### src/rtl/snake_pixel_render.sv
// Per-pixel RGB565 colour generator for the snake game: border, head/food/body
// layers, an IDLE/PLAY/OVER game FSM and a frame-counted game-over blink.
module snake_pixel_render #(
  parameter int H_DISP       = 800,
  parameter int V_DISP       = 600,
  parameter int BLOCK_W      = 10,
  parameter int SIDE_W       = 10,
  parameter int BLINK_FRAMES = 30
) (
  input  logic        vga_clk,
  input  logic        sys_rst_n,
  input  logic [10:0] pixel_xpos,
  input  logic [10:0] pixel_ypos,
  input  logic        game_start,
  input  logic        game_over,
  input  logic [9:0]  head_x,
  input  logic [9:0]  head_y,
  input  logic [9:0]  food_x,
  input  logic [9:0]  food_y,
  input  logic        body_hit,
  output logic [15:0] pixel_data,
  output logic [1:0]  game_state
);

  localparam logic [15:0] WHITE = 16'hFFFF;
  localparam logic [15:0] BLACK = 16'h0000;
  localparam logic [15:0] RED   = 16'hF800;
  localparam logic [15:0] GREEN = 16'h07E0;
  localparam logic [15:0] BLUE  = 16'h001F;

  localparam int CNT_W = (BLINK_FRAMES > 1) ? $clog2(BLINK_FRAMES) : 1;
  localparam logic [CNT_W-1:0] CNT_MAX = CNT_W'(BLINK_FRAMES - 1);

  typedef enum logic [1:0] {
    ST_IDLE = 2'd0,
    ST_PLAY = 2'd1,
    ST_OVER = 2'd2
  } state_t;

  state_t           state_q, state_d;
  logic [CNT_W-1:0] frame_cnt_q, frame_cnt_d;
  logic             blink_q, blink_d;
  logic [15:0]      pix_q, pix_d;

  logic        frame_tick;
  logic        in_disp;
  logic        on_border;
  logic        st_play;
  logic        st_over;
  logic [11:0] x12, y12;
  logic [9:0]  sq_x [2];
  logic [9:0]  sq_y [2];
  logic [1:0]  sq_hit;

  assign frame_tick = (pixel_xpos == 11'd0) && (pixel_ypos == 11'd0);
  assign in_disp    = (pixel_xpos < 11'(H_DISP)) && (pixel_ypos < 11'(V_DISP));
  assign on_border  = (pixel_xpos < 11'(SIDE_W)) || (pixel_xpos >= 11'(H_DISP - SIDE_W)) ||
                      (pixel_ypos < 11'(SIDE_W)) || (pixel_ypos >= 11'(V_DISP - SIDE_W));

  // Code 3 is neither PLAY nor OVER, so it behaves exactly like IDLE.
  assign st_play = (state_q == ST_PLAY);
  assign st_over = (state_q == ST_OVER);

  assign x12 = {1'b0, pixel_xpos};
  assign y12 = {1'b0, pixel_ypos};

  assign sq_x[0] = head_x;
  assign sq_y[0] = head_y;
  assign sq_x[1] = food_x;
  assign sq_y[1] = food_y;

  // 12-bit edges so a square near column 1023 extends past the field instead of wrapping.
  for (genvar gi = 0; gi < 2; gi++) begin : g_square
    logic [11:0] x_lo, x_hi, y_lo, y_hi;
    assign x_lo = {2'b00, sq_x[gi]};
    assign y_lo = {2'b00, sq_y[gi]};
    assign x_hi = x_lo + 12'(BLOCK_W);
    assign y_hi = y_lo + 12'(BLOCK_W);
    assign sq_hit[gi] = (x12 >= x_lo) && (x12 < x_hi) && (y12 >= y_lo) && (y12 < y_hi);
  end

  always_comb begin
    state_d = state_q;
    case (state_q)
      ST_PLAY: if (game_over)  state_d = ST_OVER;
      ST_OVER: if (game_start) state_d = ST_IDLE;
      default: if (game_start) state_d = ST_PLAY;
    endcase
  end

  always_comb begin
    frame_cnt_d = frame_cnt_q;
    blink_d     = blink_q;
    if (st_play && game_over) begin
      frame_cnt_d = '0;
      blink_d     = 1'b0;
    end else if (st_over && frame_tick) begin
      if (frame_cnt_q == CNT_MAX) begin
        frame_cnt_d = '0;
        blink_d     = ~blink_q;
      end else begin
        frame_cnt_d = frame_cnt_q + 1'b1;
      end
    end
  end

  always_comb begin
    pix_d = WHITE;
    if (!in_disp)                pix_d = BLACK;
    else if (on_border)          pix_d = BLUE;
    else if (!st_play && !st_over) pix_d = BLACK;
    else if (st_over && blink_q) pix_d = RED;
    else if (sq_hit[0])          pix_d = BLUE;
    else if (sq_hit[1])          pix_d = GREEN;
    else if (body_hit)           pix_d = RED;
    else                         pix_d = WHITE;
  end

  always_ff @(posedge vga_clk or negedge sys_rst_n) begin
    if (!sys_rst_n) begin
      state_q     <= ST_IDLE;
      frame_cnt_q <= '0;
      blink_q     <= 1'b0;
      pix_q       <= BLACK;
    end else begin
      state_q     <= state_d;
      frame_cnt_q <= frame_cnt_d;
      blink_q     <= blink_d;
      pix_q       <= pix_d;
    end
  end

  assign pixel_data = pix_q;
  assign game_state = state_q;

endmodule
### config.mk
export PLATFORM = sky130hd
export DESIGN_NAME = snake_pixel_render
export DESIGN_NICKNAME = d
export VERILOG_FILES = /design/src/rtl/snake_pixel_render.sv
export SDC_FILE = /design/constraint.sdc
export NUM_CORES = 1
export LEC_CHECK = 0
export BUFFER_PORTS_ARGS = -buffer_cell sky130_fd_sc_hd__buf_2
export CORE_MARGIN = 2
export CORE_UTILIZATION = 50
export CTS_BUF_LIST = sky130_fd_sc_hd__clkbuf_2 sky130_fd_sc_hd__clkbuf_4 sky130_fd_sc_hd__clkbuf_8
export DETAILED_ROUTE_END_ITERATION = 6
export PLACE_DENSITY = 0.83
export SLEW_MARGIN = 0
export SYNTH_ARGS = -nofsm -noshare
export SYNTH_HDL_FRONTEND = slang
export SYNTH_SLANG_ARGS = --single-unit
### constraint.sdc
create_clock -name vga_clk -period 4.9 [get_ports vga_clk]
set_clock_uncertainty 0.2 [all_clocks]
set_input_delay 0.98 -clock vga_clk [delete_from_list [all_inputs] [get_ports vga_clk]]
set_output_delay 0.98 -clock vga_clk [all_outputs]
set_load 0.01 [all_outputs]
Yosys cells after proc, flatten, opt, wreduce, memory -nomap -nowiden
Cells that the tools add are included.

word-level totals
  word-level logic and storage cells = 70
  register bits = 24
  input bits = 67
  output and inout bits = 18

operators by class
  eq/ne operators = 5
  add/subtract/negate cells = 5
  bitwise gates (word level) = 1
  reductions and logical operators = 24
  muxes and demuxes = 17
  magnitude comparators = 14

operators with widths
  cell                                                                                    count
  16-bit two-way mux                                                                      6
  10-bit by 4-bit adder with 11-bit output (second input constant)                        4
  11-bit by 10-bit greater-or-equal comparator with 1-bit output                          4
  11-bit less-than comparator                                                             4
  11-bit by 10-bit greater-or-equal comparator with 1-bit output (second input constant)  2
  11-bit logical NOT                                                                      2
  11-bit by 10-bit less-than comparator with 1-bit output (second input constant)         2
  11-bit by 4-bit less-than comparator with 1-bit output (second input constant)          2
  5-bit two-way mux                                                                       3
  1-bit logical AND                                                                       12
  11-bit two-way mux                                                                      1
  2-bit two-way mux                                                                       3
  2-bit nonzero test                                                                      3
  5-bit by 1-bit adder with 5-bit output (second input constant)                          1
  5-bit == test (second input constant)                                                   1
  2-bit inequality test (second input constant)                                           2
  2-bit one-hot mux with 2 select lines                                                   1
  1-bit logical OR                                                                        3
  1-bit two-way mux                                                                       3
  3-bit AND reduction                                                                     1
  2-bit by 1-bit == test with 1-bit output (second input constant)                        1
  2-bit == test (second input constant)                                                   1
  1-bit logical NOT                                                                       2
  2-bit AND reduction                                                                     1
  1-bit NOT                                                                               1

Depth between registers and ports, before layout
Gate-level depths: netlist of the first run.

  word-level depth = 11
  depth in mapped cells = 13
  gate-level depth less buffers = 13

Least setup slack after synthesis of the first run
No wires, ideal clock.

  kind = input-to-reg
  from = input head_x[4]
  to = register pix_q[14] (netlist: pixel_data[14])
  required time = 4.572 ns
  cell stages on the path = 13
  arrival = 3.253 ns
  setup slack = 1.319 ns
  library setup time = 0.128 ns
  buffers on the path = 0
  path through = inv_1 > nor3_1 > and3_1 > o21ai_0 > xnor2_1 > ha_1 > a21oi_1 > nand2_1 > a2111oi_0 > o211ai_1 > or3_1 > a22oi_1 > nor4_1

between the ends
  word-level cells in the longest chain between the ends = 10
  elaborated cells on any way between the ends = 11
  classes of those cells = 1 x add/sub; 2 x order compare; 5 x mux; 3 x reduce/logical

RTL lines
  element                                   line  text
  start, declared                           16    input logic [9:0] head_x,
  10-bit by 4-bit adder with 11-bit output  77    assign x_hi = x_lo + 12'(BLOCK_W);
  11-bit less-than comparator               79    assign sq_hit[gi] = (x12 >= x_lo) && (x12 < x_hi) && (y12 >= y_lo) && (y12 < y_hi);
  1-bit logical AND * (3 in series)         79
  16-bit two-way mux *                      113   else if (sq_hit[0]) pix_d = BLUE;
  16-bit two-way mux *                      112   else if (st_over && blink_q) pix_d = RED;
  16-bit two-way mux *                      111   else if (!st_play && !st_over) pix_d = BLACK;
  16-bit two-way mux *                      110   else if (on_border) pix_d = BLUE;
  16-bit two-way mux *                      109   if (!in_disp) pix_d = BLACK;
  end signal, assigned                      129   pix_q <= pix_d;
  end, declared                             43    logic [15:0] pix_q, pix_d;

Mark *: on every way between the ends. The rest lies on a longest branch, timed or not.
A chain may end at the register's enable or synchronous reset.

Worst setup path in the final report of the first run
Ends and elaborated chain as after synthesis.

==> results of run 1 <==
[state kept, by name, indices dropped and copies added, names as in the netlist]
register / count
blink_q: 1
frame_cnt_q: 5
game_state: 2
pixel_data: 3
[synth_stat cells, types with 4 or more instances]
| master | n | share of area |
|---|---|---|
| sky130_fd_sc_hd__nor2b_1 | 4 | 0.0079 |
| sky130_fd_sc_hd__buf_4 | 13 | 0.031 |
| sky130_fd_sc_hd__nand3_1 | 20 | 0.031 |
| sky130_fd_sc_hd__nor2_1 | 22 | 0.026 |
| sky130_fd_sc_hd__nand4_1 | 10 | 0.020 |
| sky130_fd_sc_hd__nand2b_1 | 4 | 0.0079 |
| sky130_fd_sc_hd__a21oi_1 | 33 | 0.052 |
| sky130_fd_sc_hd__nor3_1 | 12 | 0.019 |
| sky130_fd_sc_hd__inv_1 | 47 | 0.055 |
| sky130_fd_sc_hd__xor2_1 | 5 | 0.014 |
| sky130_fd_sc_hd__ha_1 | 88 | 0.35 |
| sky130_fd_sc_hd__a211oi_1 | 7 | 0.016 |
| sky130_fd_sc_hd__xnor2_1 | 24 | 0.066 |
| sky130_fd_sc_hd__or3_1 | 4 | 0.0079 |
| sky130_fd_sc_hd__o21ai_0 | 22 | 0.035 |
| sky130_fd_sc_hd__dfrtp_1 | 11 | 0.086 |
| sky130_fd_sc_hd__a211o_1 | 4 | 0.011 |
| sky130_fd_sc_hd__nand2_1 | 15 | 0.018 |
| sky130_fd_sc_hd__a21o_1 | 9 | 0.021 |
[how the worst max path moves through the flow]
stage	start	endpoint	slack (ps)	depth (start not counted)
3_5_place_dp	head_x[4]	pixel_data[14]	920	14
5_1_grt	head_x[4]	pixel_data[14]	860	14
3_3_place_gp	head_x[4]	pixel_data[14]	1080	14
6_report	head_x[4]	pixel_data[14]	1150	14
4_1_cts	head_x[4]	pixel_data[14]	1180	14
2_1_floorplan	head_x[4]	pixel_data[14]	1320	13
[worst max-delay path: stages]
cell and delay [ps]:
sky130_fd_sc_hd__buf_2 90, sky130_fd_sc_hd__inv_1 80, sky130_fd_sc_hd__nor3_1 310, sky130_fd_sc_hd__and3_1 240
sky130_fd_sc_hd__o21ai_0 110, sky130_fd_sc_hd__xnor2_1 140, sky130_fd_sc_hd__ha_1 310, sky130_fd_sc_hd__a21oi_1 150
sky130_fd_sc_hd__nand2_1 60, sky130_fd_sc_hd__a2111oi_0 390, sky130_fd_sc_hd__o211ai_1 160, sky130_fd_sc_hd__or3_1 390
sky130_fd_sc_hd__a22oi_1 170, sky130_fd_sc_hd__nor4_1 70
[cells in the final DEF, fill, tap and decap left out, drive strengths merged, types with 5 or more instances in the layout]
| cell | count |
|---|---|
| a21oi | 33 |
| nor2 | 22 |
| buf | 84 |
| nand4 | 10 |
| a211oi | 7 |
| nand3 | 20 |
| nor3 | 13 |
| o21ai | 23 |
| nand2 | 15 |
| ha | 88 |
| dfrtp | 11 |
| xnor2 | 24 |
| xor2 | 5 |
| inv | 47 |
| a21o | 10 |
[report_power, final]
| part | switching, mW | internal [mW] | leakage [nW] |
|---|---|---|---|
| Combinational | 0.203 | 0.157 | 1.74 |
| Clock | 0.0355 | 0.0628 | 0.0262 |
| Sequential | 0.0123 | 0.101 | 0.150 |
| Total | 0.251 | 0.321 | 1.91 |
[per-layer routing]
metal / global-route usage / share of wire / wire length (microns)
met3: 0.01583 / 0.049 / 391
met5: 0 / 0 / 0
met1: 0.2749 / 0.43 / 3480
met2: 0.4364 / 0.50 / 4030
met4: 0.06012 / 0.016 / 125
[area by class of cell]
type / instances / share of cell area
multi-input cells: 334 / 0.7210
inverters: 47 / 0.04839
clock buffers: 4 / 0.01338
flip-flops and latches: 11 / 0.07550
well taps: 77 / 0.02642
repair buffers: 84 / 0.1153
[per-stage QoR]
| step | instances | setup WS [ps] |
|---|---|---|
| detailed placement | 553 | 923.4 |
| floorplan | 407 | 1319 |
| finish | 557 | 1154 |
| global placement | 553 | 1080 |
| global route | 557 | 859.4 |
| CTS | 557 | 1177 |
[kinds of logic (layout without fill, tap and decap cells)]
family	after synthesis	after routing
DFF	11	11
and+or+nand+nor	115	115
buffers and inverters	62	135
xor gates and xnor gates	29	29
AOI/OAI and AO/OA	102	102
adders and majority gates	88	88
==> results.md, run 1 <==
- Run status: finished clean
- Leakage power: 1.912 nW
- Die H: 83.84 microns
- Antenna cell count: 0
- EDFF count, synth: 0
- Kind of end point of the critical path: register
- Synth Net Count: 562
- Async SR Flop Fraction: 1.000
- Detailed-router iteration count before antenna repair: 4
- Combinational family with the most area after synthesis: adder cells
- Mapped cell area: 3187 sq um
- Compound-cell area share of the yosys netlist: 0.2022
- Kind of critical path: in2reg
- Reg2Reg Capture Point: frame_cnt_q[1]
- Post-synthesis xor/xnor area fraction: 0.07970
- Max-cap check violation count: 0
- TritonCTS clock tree: yes
- Post-synthesis area per instance: 7.830 sq um
- Number of max-slew violations in the final report: 0
- Highest clock frequency the design can meet: 0.2669 GHz
- Starting density of the core: 0.5106
- Clock insertion delay at the later pin of the skew report: 240 ps
- Setup Viol. Count Final: 0
- Total of buffers placed on input and output ports: 84
- Remaining global-route overflow: 0
- Startpoint Class: input pin
- R2R depth: 6
- Worst Hold Path Cells: 2
- Cell area reported after detailed placement: 3597 sq um
- Adder and majority gate portion of the synthesized area: 0.3455
- Post-CTS Repair Setup Buffers: 0
- Resized Gates After CTS: 0
- Antenna Violating Nets Remaining: 0
- Power density over the cells: 157.0 nW/um^2
- Boundary pin count: 85
- Clock root cell: sky130_fd_sc_hd__clkbuf_8
- Setup repair after global routing missed its margin: false
- Post-route clock period utilization: 0.7645
- Combined flip-flop and latch cell area: 275.3 sq um
- Aggregate global-route resource usage: 0.2291
- Vias in the first global route: 3,168
- Area growth from synthesis to layout: 14.41%
- Wirelength, routed: 8027 microns
- Overall power: 572.4 uW
- CTS buffer count: 3
- Nets: 636
- Detailed Place HPWL: 6891 microns
- R2R Setup Slk: 2550 ps
- Arrival time worst endpoint: 3650 ps
- Maximum clock path buffer count: 2
- Post-cts hold buffer count: 0
- R2r startpoint: game_state[0]
- Placer congestion estimate: 0.8780
- Final design instance area without fill: 3646 sq um
- Core ar.: 6241 sq um
- Total of fill cells in the finished design: 590
- HP Class: reg2reg
- Count of distinct cell types in the synthesized netlist: 51
- Core Util, Final: 0.5842
- Normalized max-slew margin: 0.4673
- Wire length of the first global-routing pass: 13,700 microns
- Required time reported for the critical path endpoint: 4810 ps
- Peak supply drop: 0.2530 mV
- Simple-Gate Fraction of Synth Area: 0.1975
- Pin count of the biggest net entering global routing: 12
- Number of DRC markers after the initial detailed-route iteration: 80
- Worst hold path startpoint: frame_cnt_q[1]
- Post-DR wirelength/cell: 14.41 microns
- Transition time at the pin with the least slew margin: 778.9 ps
- Number of antenna violations at the first check in global routing: 0
- Shortest clock period the worst path allows after layout: 3746 ps
- Number of clock sinks: 11
- Layout cells sized above 1: 0.1958
- Setup tns final: 0 ps
- Post-route worst hold slack: 376.9 ps
- Warnings, synthesis: 0
- Most used flip-flop cell after synthesis: sky130_fd_sc_hd__dfrtp_1
- DRC errors left: 0
- Vias after detailed routing: 3,271
- Std cell rows: 29
- Hold violation total from the final report: 0
- Multiplexer share of the synthesized area: 0
- Die Wd: 83.84 microns
- Footprint of the multi-input gates: 2629 sq um
- Worst min-delay path endpoint: frame_cnt_q[1]
- H-Tree Depth: 1
- Die area: 7028 sq um
- CTS clock-pin slew for the worst setup and hold paths: 50 ps
- Number of standard cells after synthesis: 407
- Post-synthesis sequential area ratio: 0.08638
- Post-detailed-route via-to-cell ratio: 5.873
- Crit-path max FO: 4
- Number of synthesized register bits: 11
No activity file was read; power rests on OpenSTA's default activity.
==> inputs of run 2 (changes only) <==
- PLACE_DENSITY: 0.83 -> 0.86
- clock period: 4.9 -> 3.2 ns (I/O delays scaled with it)
==> run 2 against run 1 <==
Against the previous run: cell count grew 7.4%; critical path depth down 1; sequential power up 53%; largest cell class unchanged; total power is 65% higher; via count rose by 10%; first-iteration DRC count rose by 76%; largest power group unchanged; critical path type unchanged; setup slack worse by 1100 ps; sequential cell count did not move; hold slack worse by 330 ps; register-to-register slack worse by 1700 ps.
==> results.md, run 2 (synthesis results as in run 1) <==
- Wirelength, routed: 9199 microns (was 8027 microns)
- Number of DRC markers after the initial detailed-route iteration: 141 (was 80)
- Antenna cell count: 0 (unchanged)
- Run status: finished clean (unchanged)
- Total of buffers placed on input and output ports: 84 (unchanged)
- Post-cts hold buffer count: 0 (unchanged)
- Highest cell delay on the worst timing path: 300 ps (was 390 ps)
- R2R Setup Slk: 860 ps (was 2550 ps)
- Required time reported for the critical path endpoint: 3110 ps (was 4810 ps)
- Std cell rows: 29 (unchanged)
- Clock insertion delay at the later pin of the skew report: 240 ps (about the same)
- Power density over the cells: 232.3 nW/um^2 (was 157.0 nW/um^2)
- Cell area reported after detailed placement: 3896 sq um (was 3597 sq um)
- Setup Viol. Count Final: 0 (unchanged)
- Worst slack at placement: -293.3 ps (was 923.4 ps)
- Die Wd: 83.84 microns (unchanged)
- Vias in the first global route: 3,488 (was 3,168)
- Core ar.: 6241 sq um (unchanged)
- Post-route clock period utilization: 0.9753
- Aggregate global-route resource usage: 0.2471 (was 0.2291)
- Boundary pin count: 85 (unchanged)
- Wire length of the first global-routing pass: 14,880 microns (was 13,700 microns)
- Layout cells sized above 1: 0.2937 (was 0.1958)
- Crit-path max FO: 3 (was 4)
- Peak supply drop: 0.3241 mV (was 0.2530 mV)
- Vias after detailed routing: 3,607 (was 3,271)
- Setup repair after global routing missed its margin: true (was false)
- Detailed-router iteration count before antenna repair: 6 (was 4)
- Number of clock sinks: 11 (unchanged)
- Highest clock frequency the design can meet: 0.3204 GHz
- Overall power: 943.9 uW (was 572.4 uW)
- Combined flip-flop and latch cell area: 275.3 sq um (unchanged)
- Final design instance area without fill: 4063 sq um (was 3646 sq um)
- Footprint of the multi-input gates: 2740 sq um (was 2629 sq um)
- Kind of critical path: in2reg (unchanged)
- Detailed Place HPWL: 7415 microns (was 6891 microns)
- Post-DR wirelength/cell: 15.38 microns (was 14.41 microns)
- Hold violation total from the final report: 0 (unchanged)
- Highest-delay cell along the critical path: sky130_fd_sc_hd__ha_1 (was sky130_fd_sc_hd__a2111oi_0)
- R2R depth: 6 (unchanged)
- Normalized max-slew margin: 0.5790 (was 0.4673)
- DRC errors left: 0 (unchanged)
- CTS clock-pin slew for the worst setup and hold paths: 50 ps (about the same)
- Commonest cells after routing, fill and taps aside: sky130_fd_sc_hd__ha_1 (87), sky130_fd_sc_hd__buf_2 (84), sky130_fd_sc_hd__inv_1 (47) (was sky130_fd_sc_hd__ha_1 (88), sky130_fd_sc_hd__buf_2 (84), sky130_fd_sc_hd__inv_1 (47))
- Largest register FFs: 5 (unchanged)
- Die H: 83.84 microns (unchanged)
- Total of fill cells in the finished design: 490 (was 590)
- Leakage power: 2.137 nW (was 1.912 nW)
- Number of antenna violations at the first check in global routing: 0 (unchanged)
- Antenna Violating Nets Remaining: 0 (unchanged)
- Reg with most FFs: frame_cnt_q (unchanged)
- Remaining global-route overflow: 0 (unchanged)
- H-Tree Depth: 1 (unchanged)
- Area growth from synthesis to layout: 27.48% (was 14.41%)
- Arrival time worst endpoint: 3030 ps (was 3650 ps)
- Shortest clock period the worst path allows after layout: 3121 ps
- Series of cell instances along the critical path: buf_2, buf_4, a21oi_4, nor2_4, xnor2_2, ha_1, and4_1, a211o_1, a221oi_2, nor4b_2, nand4_1, a211oi_2, nor3_1 (was buf_2, inv_1, nor3_1, and3_1, o21ai_0, xnor2_1, ha_1, a21oi_1, nand2_1, a2111oi_0, o211ai_1, or3_1, a22oi_1, nor4_1)
- Starting density of the core: 0.5106 (unchanged)
- Kind of end point of the critical path: register (unchanged)
- TritonCTS clock tree: yes (unchanged)
- Startpoint Class: input pin (unchanged)
- Die area: 7028 sq um (unchanged)
- Maximum clock path buffer count: 2 (unchanged)
- Post-detailed-route via-to-cell ratio: 6.032 (was 5.873)
- Nets: 677 (was 636)
- Most common cell after layout, fill and taps aside: sky130_fd_sc_hd__ha_1 (unchanged)
- Pin count of the biggest net entering global routing: 12 (unchanged)
- Max-cap check violation count: 0 (unchanged)
- Transition time at the pin with the least slew margin: 615.6 ps (was 778.9 ps)
- Placer congestion estimate: 0.8842 (was 0.8780)
- HP Class: in2async (was reg2reg)
- Reg2Reg Capture Point: frame_cnt_q[1] (unchanged)
- R2r startpoint: game_state[0] (unchanged)
- Number of max-slew violations in the final report: 0 (unchanged)
- Post-route worst hold slack: 51.54 ps (was 376.9 ps)
- Clock root cell: sky130_fd_sc_hd__clkbuf_8 (unchanged)
- Min setup slack post-route: 78.99 ps (was 1154 ps)
- CTS buffer count: 3 (unchanged)
## run 2: changes by cell type in the layout (fill, tap and decap cells not counted), sizes merged
| cell | previous run | this run |
|---|---|---|
| buf | 84 | 125 |
| clkbuf | 4 | 3 |
| clkinv | 0 | 1 |
## run 2: stage by stage
stage	std cells	TNS (ps)	utilization
after floorplan	407	0	-
after global placement	592	-509.4	0.6243
after detailed placement	592	-774.8	0.6243
after CTS	597	0	0.6355
after global routing	598	-46.45	0.6510
final	598	0	0.6510
## run 2: worst max-delay path by stage
stage / startpoint / endpoint / slack [ps] / cells after the start
after floorplan: head_x[4] / pixel_data[14] / 0.2 / 13
after global placement: food_x[1] / pixel_data[4] / -190 / 13
after detailed placement: food_x[1] / pixel_data[4] / -290 / 13
after CTS: head_x[4] / pixel_data[14] / 0.2 / 14
after global routing: food_x[2] / pixel_data[4] / -40 / 13
final: food_x[2] / pixel_data[4] / 80 / 13
## run 2: where the power goes
part	internal [mW]	switching (mW)	leakage [nW]
combinational	0.282	0.345	1.96
clock	0.0859	0.0574	0.0255
sequential	0.155	0.0194	0.150
total	0.523	0.421	2.14
## run 2: area by class of cell
type / count / area share
Timing Repair Buffer: 125 / 0.1792
Sequential cell: 11 / 0.06775
Clock inverter: 1 / 0.001232
Clock buffer: 3 / 0.01016
Multi-Input combinational cell: 334 / 0.6745
Tap cell: 77 / 0.02371
Inverter: 47 / 0.04342
## run 2: critical path: cells and delay by family
kind,cells,cell delay (ps)
AOI/OAI and AO/OA,4,910
and+or+nand+nor,5,790
adders and majority gates,1,300
buffers and inverters,2,270
xor gates and xnor gates,1,130
## run 2: timing repair
item	in CTS	in global routing
resized for setup	4	20
gates cloned	0	0
endpoints found under the setup margin	2	3
buffers inserted	1	1
pin swaps	6	25
## run 2: routing by layer
metal	up-vias	global-route usage	routed length, microns
met5	-	0	0
met2	172	0.4822	4748
met3	32	0.02572	626
met4	0	0.05572	224
li1	1717	-	-
met1	1686	0.2856	3599
==> inputs of run 3 (changes only) <==
- PLACE_DENSITY: 0.86 -> 0.83
- clock period: 3.2 -> 3.1 ns (I/O delays scaled with it)
==> run 3 against run 2 <==
Against the previous run: combinational power increased by 7.0%; die area unchanged; via count decreased by 0.22%; utilization increased by 2.1 points; hold slack got worse by 4.3 ps; cell count increased by 1.3%; critical path depth decreased by 1; largest power group unchanged; highest routed layer unchanged.
==> results.md, run 3 (synthesis results as in run 1) <==
- Antenna cell count: 0 (unchanged)
- Worst slack at placement: -316.4 ps (was -293.3 ps)
- Normalized max-slew margin: 0.5780 (was 0.5790)
- Nets: 685 (was 677)
- Die Wd: 83.84 microns (unchanged)
- Clock root cell: sky130_fd_sc_hd__clkbuf_8 (unchanged)
- Vias in the first global route: 3,574 (was 3,488)
- Run status: finished clean (unchanged)
- Core ar.: 6241 sq um (unchanged)
- Starting density of the core: 0.5106 (unchanged)
- Total of buffers placed on input and output ports: 84 (unchanged)
- Cell area reported after detailed placement: 3960 sq um (was 3896 sq um)
- Post-DR wirelength/cell: 15.37 microns (was 15.38 microns)
- Vias after detailed routing: 3,599 (was 3,607)
- Most common cell after layout, fill and taps aside: sky130_fd_sc_hd__ha_1 (unchanged)
- Highest clock frequency the design can meet: 0.3243 GHz
- Setup repair after global routing missed its margin: true (unchanged)
- Placer congestion estimate: 0.8228 (was 0.8842)
- H-Tree Depth: 1 (unchanged)
- Required time reported for the critical path endpoint: 3030 ps (was 3110 ps)
- Die area: 7028 sq um (unchanged)
- Max-cap check violation count: 0 (unchanged)
- CTS buffer count: 3 (unchanged)
- Post-detailed-route via-to-cell ratio: 5.939 (was 6.032)
- Die H: 83.84 microns (unchanged)
- DRC errors left: 0 (unchanged)
- Pin count of the biggest net entering global routing: 12 (unchanged)
- Number of DRC markers after the initial detailed-route iteration: 149 (was 141)
- Highest cell delay on the worst timing path: 580 ps (was 300 ps)
- Antenna Violating Nets Remaining: 0 (unchanged)
- Post-route clock period utilization: 0.9948
- Min setup slack post-route: 16.10 ps (was 78.99 ps)
- Area growth from synthesis to layout: 31.57% (was 27.48%)
- Peak supply drop: 0.4585 mV (was 0.3241 mV)
- TritonCTS clock tree: yes (unchanged)
- Layout cells sized above 1: 0.3251 (was 0.2937)
- Power density over the cells: 239.2 nW/um^2 (was 232.3 nW/um^2)
- Wire length of the first global-routing pass: 14,970 microns (was 14,880 microns)
- Boundary pin count: 85 (unchanged)
- Final design instance area without fill: 4193 sq um (was 4063 sq um)
- Post-cts hold buffer count: 0 (unchanged)
- Detailed Place HPWL: 7488 microns (was 7415 microns)
- Arrival time worst endpoint: 3010 ps (was 3030 ps)
- Reg with most FFs: frame_cnt_q (unchanged)
- Wirelength, routed: 9313 microns (was 9199 microns)
- Clock insertion delay at the later pin of the skew report: 240 ps (about the same)
- Kind of critical path: in2reg (unchanged)
- Transition time at the pin with the least slew margin: 627.2 ps (was 615.6 ps)
- Maximum clock path buffer count: 2 (unchanged)
- Leakage power: 2.178 nW (was 2.137 nW)
- Detailed-router iteration count before antenna repair: 5 (was 6)
- HP Class: in2async (unchanged)
- Overall power: 1.003 mW (was 943.9 uW)
- Hold violation total from the final report: 0 (unchanged)
- Cell family with most CP delay: compound AO/OA/AOI/OAI gates (unchanged)
- Crit-path max FO: 3 (unchanged)
- CTS clock-pin slew for the worst setup and hold paths: 50 ps (about the same)
- Startpoint Class: input pin (unchanged)
- Largest register FFs: 5 (unchanged)
- Setup Viol. Count Final: 0 (unchanged)
- Remaining global-route overflow: 0 (unchanged)
- Number of clock sinks: 11 (unchanged)
- Commonest cells after routing, fill and taps aside: sky130_fd_sc_hd__ha_1 (85), sky130_fd_sc_hd__buf_2 (80), sky130_fd_sc_hd__buf_4 (49) (was sky130_fd_sc_hd__ha_1 (87), sky130_fd_sc_hd__buf_2 (84), sky130_fd_sc_hd__inv_1 (47))
- Aggregate global-route resource usage: 0.2487 (was 0.2471)
- Number of max-slew violations in the final report: 0 (unchanged)
- Crit-path most repeated cell: sky130_fd_sc_hd__buf_4
- WP buf/inv: 4 (was 2)
- Kind of end point of the critical path: register (unchanged)
- Shortest clock period the worst path allows after layout: 3084 ps
- Number of antenna violations at the first check in global routing: 0 (unchanged)
- Highest-delay cell along the critical path: sky130_fd_sc_hd__a2111oi_1 (was sky130_fd_sc_hd__ha_1)
- Series of cell instances along the critical path: buf_8, inv_4, buf_4, ha_1, a21o_1, a211oi_1, o21ai_1, a2111oi_1, buf_4, or3_4, a22oi_2, nor4_1 (was buf_2, buf_4, a21oi_4, nor2_4, xnor2_2, ha_1, and4_1, a211o_1, a221oi_2, nor4b_2, nand4_1, a211oi_2, nor3_1)
- Std cell rows: 29 (unchanged)
## run 3: path summary, 6_finish.rpt
kind / end / startpoint / slack, ps / cells after the start
max in group asynchronous: frame_cnt_q[1] / sys_rst_n / 2440 / 1
min: pixel_data[10] / sys_rst_n / 50 / 1
min in group vga_clk: frame_cnt_q[1] / frame_cnt_q[1] / 360 / 2
max: pixel_data[14] / head_x[4] / 20 / 12
max reg2reg: frame_cnt_q[1] / game_state[0] / 710 / 6
min reg2reg: frame_cnt_q[1] / frame_cnt_q[1] / 360 / 2
## run 3: through the flow
stage          setup TNS (ps)  utilization  cells  hold slack (ps)
2_1_floorplan          -25.43            -    407            124.4
3_3_place_gp           -643.4       0.6345    599            300.3
3_5_place_dp           -887.7       0.6345    599            308.8
4_1_cts                     0       0.6462    605            53.51
5_1_grt                -275.3       0.6718    606            61.30
6_report                    0       0.6718    606            47.23
## run 3: cell type report
cell class,instances,area [sq um]
Inverter,47,178.9
Fill cell,500,2048
Sequential cell,11,275.3
Multi-Input combinational cell,334,2773
Clock buffer,4,48.80
Timing Repair Buffer,133,820.8
Tap cell,77,96.34
## run 3: timing repair
action,in CTS,in global routing
cloned,0,0
buffers inserted,2,1
gates resized for setup,3,41
pin swaps,5,31
endpoints found under the setup margin,3,3
## run 3: worst reg2reg max path, delay by kind of cell, from the launching register on
| kind | cells | cell delay [ps] |
|---|---|---|
| buffers and inverters | 1 | 100 |
| AO/OA/AOI/OAI | 1 | 140 |
| flip-flops | 1 | 420 |
| adder cells (fa/ha/maj) | 1 | 280 |
| AND/OR/NAND/NOR | 3 | 1180 |
## run 3: report_power, final
| group | internal, mW | leakage (nW) | switching [mW] | total (mW) |
|---|---|---|---|---|
| Clock | 0.0992 | 0.0262 | 0.0549 | 0.154 |
| Combinational | 0.307 | 2.00 | 0.362 | 0.670 |
| Sequential | 0.160 | 0.150 | 0.0191 | 0.179 |
| Total | 0.566 | 2.18 | 0.436 | 1.00 |
## run 3: metal layers
metal	part of all wire	up-vias	global-route usage
met5	0	-	0
met4	0.031	0	0.1041
met3	0.058	35	0.02275
met2	0.51	156	0.4611
met1	0.40	1676	0.2894
li1	-	1732	-
